--- config.mk ---
export PLATFORM = sky130hd
export DESIGN_NAME = psdi_i2s_tx
export DESIGN_NICKNAME = d
export VERILOG_FILES = /design/src/rtl/psdi_audio_pkg.sv /design/src/rtl/psdi_i2s_bclk_gen.sv /design/src/rtl/psdi_i2s_tx.sv
export SDC_FILE = /design/constraint.sdc
export NUM_CORES = 1
export LEC_CHECK = 0
export CAP_MARGIN = 20
export CORE_ASPECT_RATIO = 0.75
export CORE_UTILIZATION = 60
export DETAILED_ROUTE_END_ITERATION = 7
export PLACE_DENSITY = 0.82
export SYNTH_ARGS = -nofsm -noshare
export SYNTH_HDL_FRONTEND = slang
export SYNTH_SLANG_ARGS = --single-unit
--- constraint.sdc ---
create_clock -name clk_i -period 4.3 [get_ports clk_i]
set_clock_uncertainty 0.1 [all_clocks]
set_input_delay 0.86 -clock clk_i [delete_from_list [all_inputs] [get_ports clk_i]]
set_output_delay 0.86 -clock clk_i [all_outputs]
set_load 0.02 [all_outputs]
--- src/rtl/psdi_audio_pkg.sv ---
// Shared audio constants and the I2S transmitter FSM state type.
//   SAMPLE_W   : width of one signed PCM sample
//   SLOT_BITS  : bclk periods per channel slot
//   FRAME_BITS : bclk periods per stereo frame (left + right slot)
package psdi_audio_pkg;

    localparam int unsigned SAMPLE_W   = 18;
    localparam int unsigned SLOT_BITS  = 32;
    localparam int unsigned FRAME_BITS = 64;

    typedef enum logic [1:0] {
        ST_IDLE  = 2'd0,
        ST_RUN   = 2'd1,
        ST_DRAIN = 2'd2
    } tx_state_e;

endpackage

--- src/rtl/psdi_i2s_bclk_gen.sv ---
// Bit-clock divider for the I2S transmitter.
//   clk_i, rst_ni : system clock, async active-low reset
//   run_i         : high while the transmitter is framing; low parks bclk at 0
//   bclk_o        : registered bit clock, toggles every BCLK_DIV clocks
//   fall_o        : combinational, high in the cycle whose edge drops bclk
//                   (the edge on which lrck/sdata must be updated)
module psdi_i2s_bclk_gen #(
    parameter int unsigned BCLK_DIV = 4
) (
    input  logic clk_i,
    input  logic rst_ni,
    input  logic run_i,
    output logic bclk_o,
    output logic fall_o
);

    localparam logic [7:0] DIV_LAST = 8'(BCLK_DIV - 1);

    logic [7:0] div_q, div_d;
    logic       bclk_q, bclk_d;
    logic       first_q, first_d;
    logic       tc;

    assign tc = run_i && (div_q == DIV_LAST);

    // The first terminal count after leaving idle counts as a fall event
    // (bclk is already low), so the first frame starts BCLK_DIV clocks in.
    assign fall_o = tc && (bclk_q || first_q);
    assign bclk_o = bclk_q;

    always_comb begin
        div_d   = div_q + 8'd1;
        bclk_d  = bclk_q;
        first_d = first_q;
        if (!run_i) begin
            div_d   = 8'd0;
            bclk_d  = 1'b0;
            first_d = 1'b1;
        end else if (tc) begin
            div_d   = 8'd0;
            first_d = 1'b0;
            bclk_d  = first_q ? 1'b0 : ~bclk_q;
        end
    end

    always_ff @(posedge clk_i or negedge rst_ni) begin
        if (!rst_ni) begin
            div_q   <= 8'd0;
            bclk_q  <= 1'b0;
            first_q <= 1'b1;
        end else begin
            div_q   <= div_d;
            bclk_q  <= bclk_d;
            first_q <= first_d;
        end
    end

endmodule

--- src/rtl/psdi_i2s_tx.sv ---
// I2S stereo transmitter: 64-bit frames, 18-bit samples MSB first with a
// one-bit delay after lrck changes, zero padded to 32 bits per slot.
//   clk_i, rst_ni        : system clock, async active-low reset
//   enable_i             : 1 = send frames, 0 = finish current frame then idle
//   data_en_i            : one-cycle sample strobe; captures left_i/right_i
//   left_i, right_i      : signed samples
//   bclk_o, lrck_o       : registered bit clock / word select (0 = left)
//   sdata_o              : registered serial data
//   frame_start_o        : pulse when a new frame is loaded
//   underrun_o           : pulse with frame_start_o when no new sample arrived
module psdi_i2s_tx
    import psdi_audio_pkg::*;
#(
    parameter int unsigned BCLK_DIV = 4
) (
    input  logic                clk_i,
    input  logic                rst_ni,
    input  logic                enable_i,
    input  logic                data_en_i,
    input  logic [SAMPLE_W-1:0] left_i,
    input  logic [SAMPLE_W-1:0] right_i,
    output logic                bclk_o,
    output logic                lrck_o,
    output logic                sdata_o,
    output logic                frame_start_o,
    output logic                underrun_o
);

    localparam logic [5:0] BIT_LAST = 6'(FRAME_BITS - 1);

    tx_state_e           state_q;
    logic [5:0]          bit_q, bit_d;
    logic [SAMPLE_W-1:0] hold_l_q, hold_r_q, sh_l_q, sh_r_q, slot;
    logic                pending_q, lrck_q, sdata_q, fs_q, ur_q;
    logic                fall, run_eff, wrap, load, sdata_d;
    logic [4:0]          pos, idx;

    psdi_i2s_bclk_gen #(.BCLK_DIV(BCLK_DIV)) u_bclk (
        .clk_i  (clk_i),
        .rst_ni (rst_ni),
        .run_i  (state_q != ST_IDLE),
        .bclk_o (bclk_o),
        .fall_o (fall)
    );

    // DRAIN with enable back high behaves as RUN, so there is no gap.
    assign run_eff = (state_q == ST_RUN) || (state_q == ST_DRAIN && enable_i);
    assign wrap    = (bit_q == BIT_LAST);
    assign load    = fall && wrap && run_eff;

    always_comb begin
        bit_d   = bit_q + 6'd1;
        pos     = 5'(bit_d % 6'(SLOT_BITS));
        slot    = bit_d[5] ? sh_r_q : sh_l_q;
        idx     = 5'(SAMPLE_W) - pos;
        sdata_d = 1'b0;
        if (pos != 5'd0 && pos <= 5'(SAMPLE_W))
            sdata_d = slot[idx];
    end

    always_ff @(posedge clk_i or negedge rst_ni) begin
        if (!rst_ni) begin
            state_q   <= ST_IDLE;
            bit_q     <= BIT_LAST;
            hold_l_q  <= '0;
            hold_r_q  <= '0;
            sh_l_q    <= '0;
            sh_r_q    <= '0;
            pending_q <= 1'b0;
            lrck_q    <= 1'b0;
            sdata_q   <= 1'b0;
            fs_q      <= 1'b0;
            ur_q      <= 1'b0;
        end else begin
            fs_q <= 1'b0;
            ur_q <= 1'b0;
            if (data_en_i) begin
                hold_l_q <= left_i;
                hold_r_q <= right_i;
            end
            // A strobe coinciding with a load stays pending for the next frame.
            pending_q <= data_en_i | (pending_q & ~load);

            unique case (state_q)
                ST_IDLE:  if (enable_i)  state_q <= ST_RUN;
                ST_RUN:   if (!enable_i) state_q <= ST_DRAIN;
                ST_DRAIN: if (enable_i)  state_q <= ST_RUN;
                default:  state_q <= ST_IDLE;
            endcase

            if (fall) begin
                if (wrap && !run_eff) begin
                    state_q <= ST_IDLE;
                    bit_q   <= BIT_LAST;
                    lrck_q  <= 1'b0;
                    sdata_q <= 1'b0;
                end else begin
                    bit_q   <= bit_d;
                    lrck_q  <= bit_d[5];
                    sdata_q <= sdata_d;
                    if (wrap) begin
                        // Underrun simply resends the old hold contents.
                        sh_l_q <= hold_l_q;
                        sh_r_q <= hold_r_q;
                        fs_q   <= 1'b1;
                        ur_q   <= ~pending_q;
                    end
                end
            end
        end
    end

    assign lrck_o        = lrck_q;
    assign sdata_o       = sdata_q;
    assign frame_start_o = fs_q;
    assign underrun_o    = ur_q;

endmodule

Word level (Yosys, flattened, before mapping):

Index checks and enable logic that the tools add are counted.

* eq/ne operators: 5
* magnitude comparators: 2
* mux-type cells: 25
* $add $sub $neg: 3
* bitwise operators: 6
* reduce and logical (&&, ||, !) cells: 15

Operator list (count)
* $mux W18: 1
* $mux W8: 2
* $mux W1: 15
* $add A8 B1 Y8 const B: 1
* $eq A8 B2 Y1 const B: 1
* $mux W2: 4
* $logic_and A1 B1 Y1: 7
* $add A6 B1 Y6 const B: 1
* $eq A6 B6 Y1 const B: 1
* $lt A5 B6 Y1 const B: 1
* $mux W6: 1
* $bmux W1 S5: 1
* $le A5 B5 Y1 const B: 1
* $reduce_bool A5 Y1: 1
* $sub A5 B5 Y5 const A: 1
* $not A1 Y1: 4
* $pmux W2 S2: 1
* $reduce_and A3 Y1: 1
* $eq A2 B1 Y1 const B: 1
* $eq A2 B2 Y1 const B: 1
* $logic_not A2 Y1: 1
* $logic_or A1 B1 Y1: 2
* $ne A2 B2 Y1 const B: 1
* $reduce_bool A2 Y1: 1
* other kinds (4): 4

* word-level logic and storage cells: 70
* output and inout bits: 5
* input port bits: 40
* register bits: 95

Logic depth before layout (Yosys ltp):

* depth in word-level cells: 8
* mapped depth: 11
* depth with buffers taken out: 8

Cells and area by module:

From an unflattened synthesis, not the netlist that was laid out.

* cell total of the unflattened synthesis: 406
* area, all modules: 4346.7 um^2

By module, submodules not included
* psdi_i2s_tx: sequential area each 2134.5 um^2, cells each 359, times used 1, area each 3878.7 um^2
* psdi_i2s_bclk_gen: sequential area each 251.5 um^2, cells each 47, times used 1, area each 467.9 um^2

Least setup slack after synthesis:

Ideal clock, no wire load.

* path kind: register to register
* from: register bit_q[0]
* to: register sdata_q, in the netlist sdata_o
* arrival time: 2.673 ns
* library setup time: 0.133 ns
* stages on the path, launching flop included: 11
* setup slack: 1.394 ns
* required time: 4.067 ns
* clock period less this slack: 2.906 ns
* cells stage by stage: dfstp_2 clkbuf_1 clkbuf_1 inv_1 ha_1 buf_2 mux2_2 nor4_1 nor4b_1 nor4b_1 a211oi_1

* cells in the longest elaborated chain, start to end: 6

RTL lines
* from (decl): RTL line psdi_i2s_tx.sv:32 `logic [5:0] bit_q, bit_d;`
* from (signal assigned): RTL line psdi_i2s_tx.sv:98 `bit_q <= bit_d;`
* $add A6 B1 Y6: RTL line psdi_i2s_tx.sv:52 `bit_d = bit_q + 6'd1;`
* $sub A5 B5 Y5 or $mux W18 (tied branches): RTL line psdi_i2s_tx.sv:55, psdi_i2s_tx.sv:54
* $bmux W1 S5: RTL line psdi_i2s_tx.sv:58 `sdata_d = slot[idx];`
* $mux W1 (implied by the code): RTL line psdi_i2s_tx.sv:58
* $mux W1: RTL line psdi_i2s_tx.sv:57 `if (pos != 5'd0 && pos <= 5'(SAMPLE_W))`
* $mux W1 *: RTL line psdi_i2s_tx.sv:92 `if (wrap && !run_eff) begin`
* to (signal assigned): RTL line psdi_i2s_tx.sv:100 `sdata_q <= sdata_d;`
* to (decl): RTL line psdi_i2s_tx.sv:34 `logic pending_q, lrck_q, sdata_q, fs_q, ur_q;`

Mark *: on every way between the ends. The rest lies on a longest branch, timed or not. The select of a mux whose other input is x is not followed.
A chain may end at the register's enable or synchronous reset.

Worst setup path after layout:

Ends and elaborated chain as after synthesis.

==> out/results.ini <==
[synth]
avgSynthCellArea_um2=12.0
ys_seq_elements=95
synth_seq_area_share_pct=51.4
synth_cells=387
synth_edf_count=0
yosys.area.top_type=dfrtp_1
async_flop_share_pct=100
yosysTopAreaCellShare_pct=47.4
synth_warnings=0
synth.distinct_cells=57
synthesis.area_mm2=0.00464
syn_nets=432
synth_ff_type=dfrtp_1
yosys-top-cells-area=dfrtp_1 (47%), mux2_2 (17%), dfstp_2 (4.0%)

[finish]
ff_latch_area_mm2=0.00239
layout_common_cells=dfrtp_1 (88), mux2_2 (69), clkdlybuf4s50_1 (43), nor2_1 (20), nand2_1 (17)
syn_to_final_growth_pct=13.7
fillerInstances=519
final_common_cell=dfrtp_1
n_antenna_cell=0
num-nets-final=464
drive_above_1_share_pct=26.4
finalInstanceArea_mm2=0.00528
multiInputGateArea_mm2=0.00211

[detailed_routing]
drtAntennaViolNets=0
wire_per_inst_um=17.5
wirelength_mm=9.18
drt_pre_antenna_iters=4
drcViolationCount=0
detail_route.iter0.violations=229
vias_per_cell=6.05
vias=3176

[hold_path]
hold_path_class=primary input to async pin

[placement]
gp_congestion=0.935
dp_slack_ps=1300
io_buffers=44
placed_cell_area_mm2=0.00510
place_hpwl_mm=6.43

[power]
vdd_drop_max_v=0.000304
powerDensity_mw_per_mm2=557
clockPowerShare_pct=18.4
netSwitchingPower_w=0.00114
p_seq_share_pct=44.4
internal_power_w=0.00180
p_leak_nw=2.34
p_sw_share_pct=38.9
pwr-share-comb_pct=37.2

[clock_tree]
post_cts_buffers=0
cts_tree=built
cts_made_buffers=9
cts.sinks=95
clk_latency_ps=380
root_buffer=clkbuf_8
cts_buffer_depth=2
ctsHtreeMaxLevel=3
clk_pin_slew_worst_paths_ps=90
cts-resized-gates=0
ctsHoldBuffers=0

[worst_setup_path]
endpoint_kind=flop
cp.required_ps=4500
critical_path_class=flop to flop
slowest_stage=dfstp_2
crit_arrival_ps=3360
crit_path_start_kind=flop
crit_path_max_fanout=25
path_cells=ha_1, xnor2_1, xor2_1, o221ai_1, a2111oi_0, nor4b_1, a211oi_1
cpPeakStageDelay_ps=800

[run]
maxCapViolCount=0

[global_routing]
grt.overflow.total=0
grt_max_degree=40
antenna_found_initial=0
grt_pass1_wl_mm=15.7
grt_pass1_vias=3163
grt_usage_pct=25.1

[outcome]
status=finished clean

[floorplan]
fp-row-count=27
dieArea_mm2=0.00810
io-pin-count=45
fp.dieH_um=78.2
die_w_um=104
initial_core_util_pct=62.7
coreArea_mm2=0.00740

[timing]
setup_viol=0
holdWs_ps=328
slew_violations=0
clock.fmax_mhz=316
max_slew_margin_pct=52.2
worst_pin_slew_ps=718
setup_tns_ps=0
fin_crit_sh_pct=73.5
fin_ws_ps=1140
rsz0062_at_grt=no
period_minus_slack_ps=3160
hold_viol=0

[worst paths after layout]
path                                           to                  from  slack, ps  cells past startpoint
max                           sdata_o$_DFFE_PN0N_  bit_q[0]$_DFFE_PN1N_       1140                      7
min                          state_q[1]$_DFF_PN0_                rst_ni        330                      1
max reg2reg                   sdata_o$_DFFE_PN0N_  bit_q[0]$_DFFE_PN1N_       1140                      7
min reg2reg                  underrun_o$_DFF_PN0_   pending_q$_DFF_PN0_        330                      1
max in group asynchronous  sh_r_q[15]$_DFFE_PN0P_                rst_ni       2990                      2
min in group clk_i           underrun_o$_DFF_PN0_   pending_q$_DFF_PN0_        330                      1
[state kept, by name (all words and copies together), names as in the netlist]
name,count
hold_l_q,18
hold_r_q,18
sh_l_q,18
sh_r_q,18
u_bclk.div_q,8
bit_q,6
state_q,2
frame_start_o,1
lrck_o,1
pending_q,1
sdata_o,1
u_bclk.bclk_o,1
u_bclk.first_q,1
underrun_o,1
[metal layers]
layer  share of wire, %  track usage [%]
met5                  0                0
met4               0.44             5.94
met3                7.4             7.48
met2                 46             38.7
met1                 47             35.2
[synthesized netlist by cell type, types with 4 or more instances]
master / number
mux2_4: 7
nand2b_1: 7
ha_1: 5
mux2i_1: 5
a21o_1: 4
nor4_1: 7
a2111oi_0: 4
mux2_2: 69
nand2_1: 17
and3_1: 9
dfrtp_1: 88
xnor2_1: 4
nor2_1: 20
dfstp_2: 7
clkbuf_1: 9
o21ai_0: 9
nor3_1: 9
xor2_1: 7
nor2b_1: 4
buf_2: 12
nand3_1: 8
inv_1: 4
a21oi_1: 15
[power groups by stage]
stage / Sequential (W) / Clock, W / Combinational (W)
global route: 0.00134 / 0.000589 / 0.00120
detailed placement: 0.00132 / 0 / 0.00107
global placement: 0.00131 / 0 / 0.00105
finish: 0.00131 / 0.000541 / 0.00109
floorplan: 0.00117 / 0 / 0.000933
CTS: 0.00130 / 0.000552 / 0.00107
[cells by family (layout without fill, tap and decap cells)]
logic type / after synthesis / count (layout) / synth area share [%]
AND/OR/NAND/NOR: 99 / 99 / 11.8
AO/OA/AOI/OAI: 64 / 64 / 9.25
flip-flops: 95 / 95 / 51.4
buffers and inverters: 30 / 67 / 3.07
multiplexers: 83 / 83 / 21.1
XOR/XNOR: 11 / 11 / 2.08
adder cells (fa/ha/maj): 5 / 5 / 1.35
[stage by stage]
| stage | std cells | power, W | util [%] |
|---|---|---|---|
| 6_report | 525 | 0.00294 | 71.4 |
| 3_3_place_gp | 509 | 0.00236 | 68.9 |
| 3_5_place_dp | 509 | 0.00238 | 68.9 |
| 5_1_grt | 525 | 0.00312 | 71.4 |
| 4_1_cts | 525 | 0.00292 | 71.4 |
| 2_1_floorplan | 387 | 0.00210 | - |
[worst max-delay path, delay by kind of cell (launching register included)]
kind	cells	cell delay (ps)
AOI/OAI and AO/OA	3	900
DFF	1	800
adders and majority gates	1	670
xor gates and xnor gates	2	490
and+or+nand+nor	1	120
[final cells by class]
cell class	count	share of cell area [%]
sequential	95	45.2
multi-input combinational	262	40.0
timing repair buffer	47	8.72
tap	101	2.39
clock buffer	9	2.35
clock inverter	7	1.02
inverter	4	0.284
No activity file was read; power rests on OpenSTA's default activity.
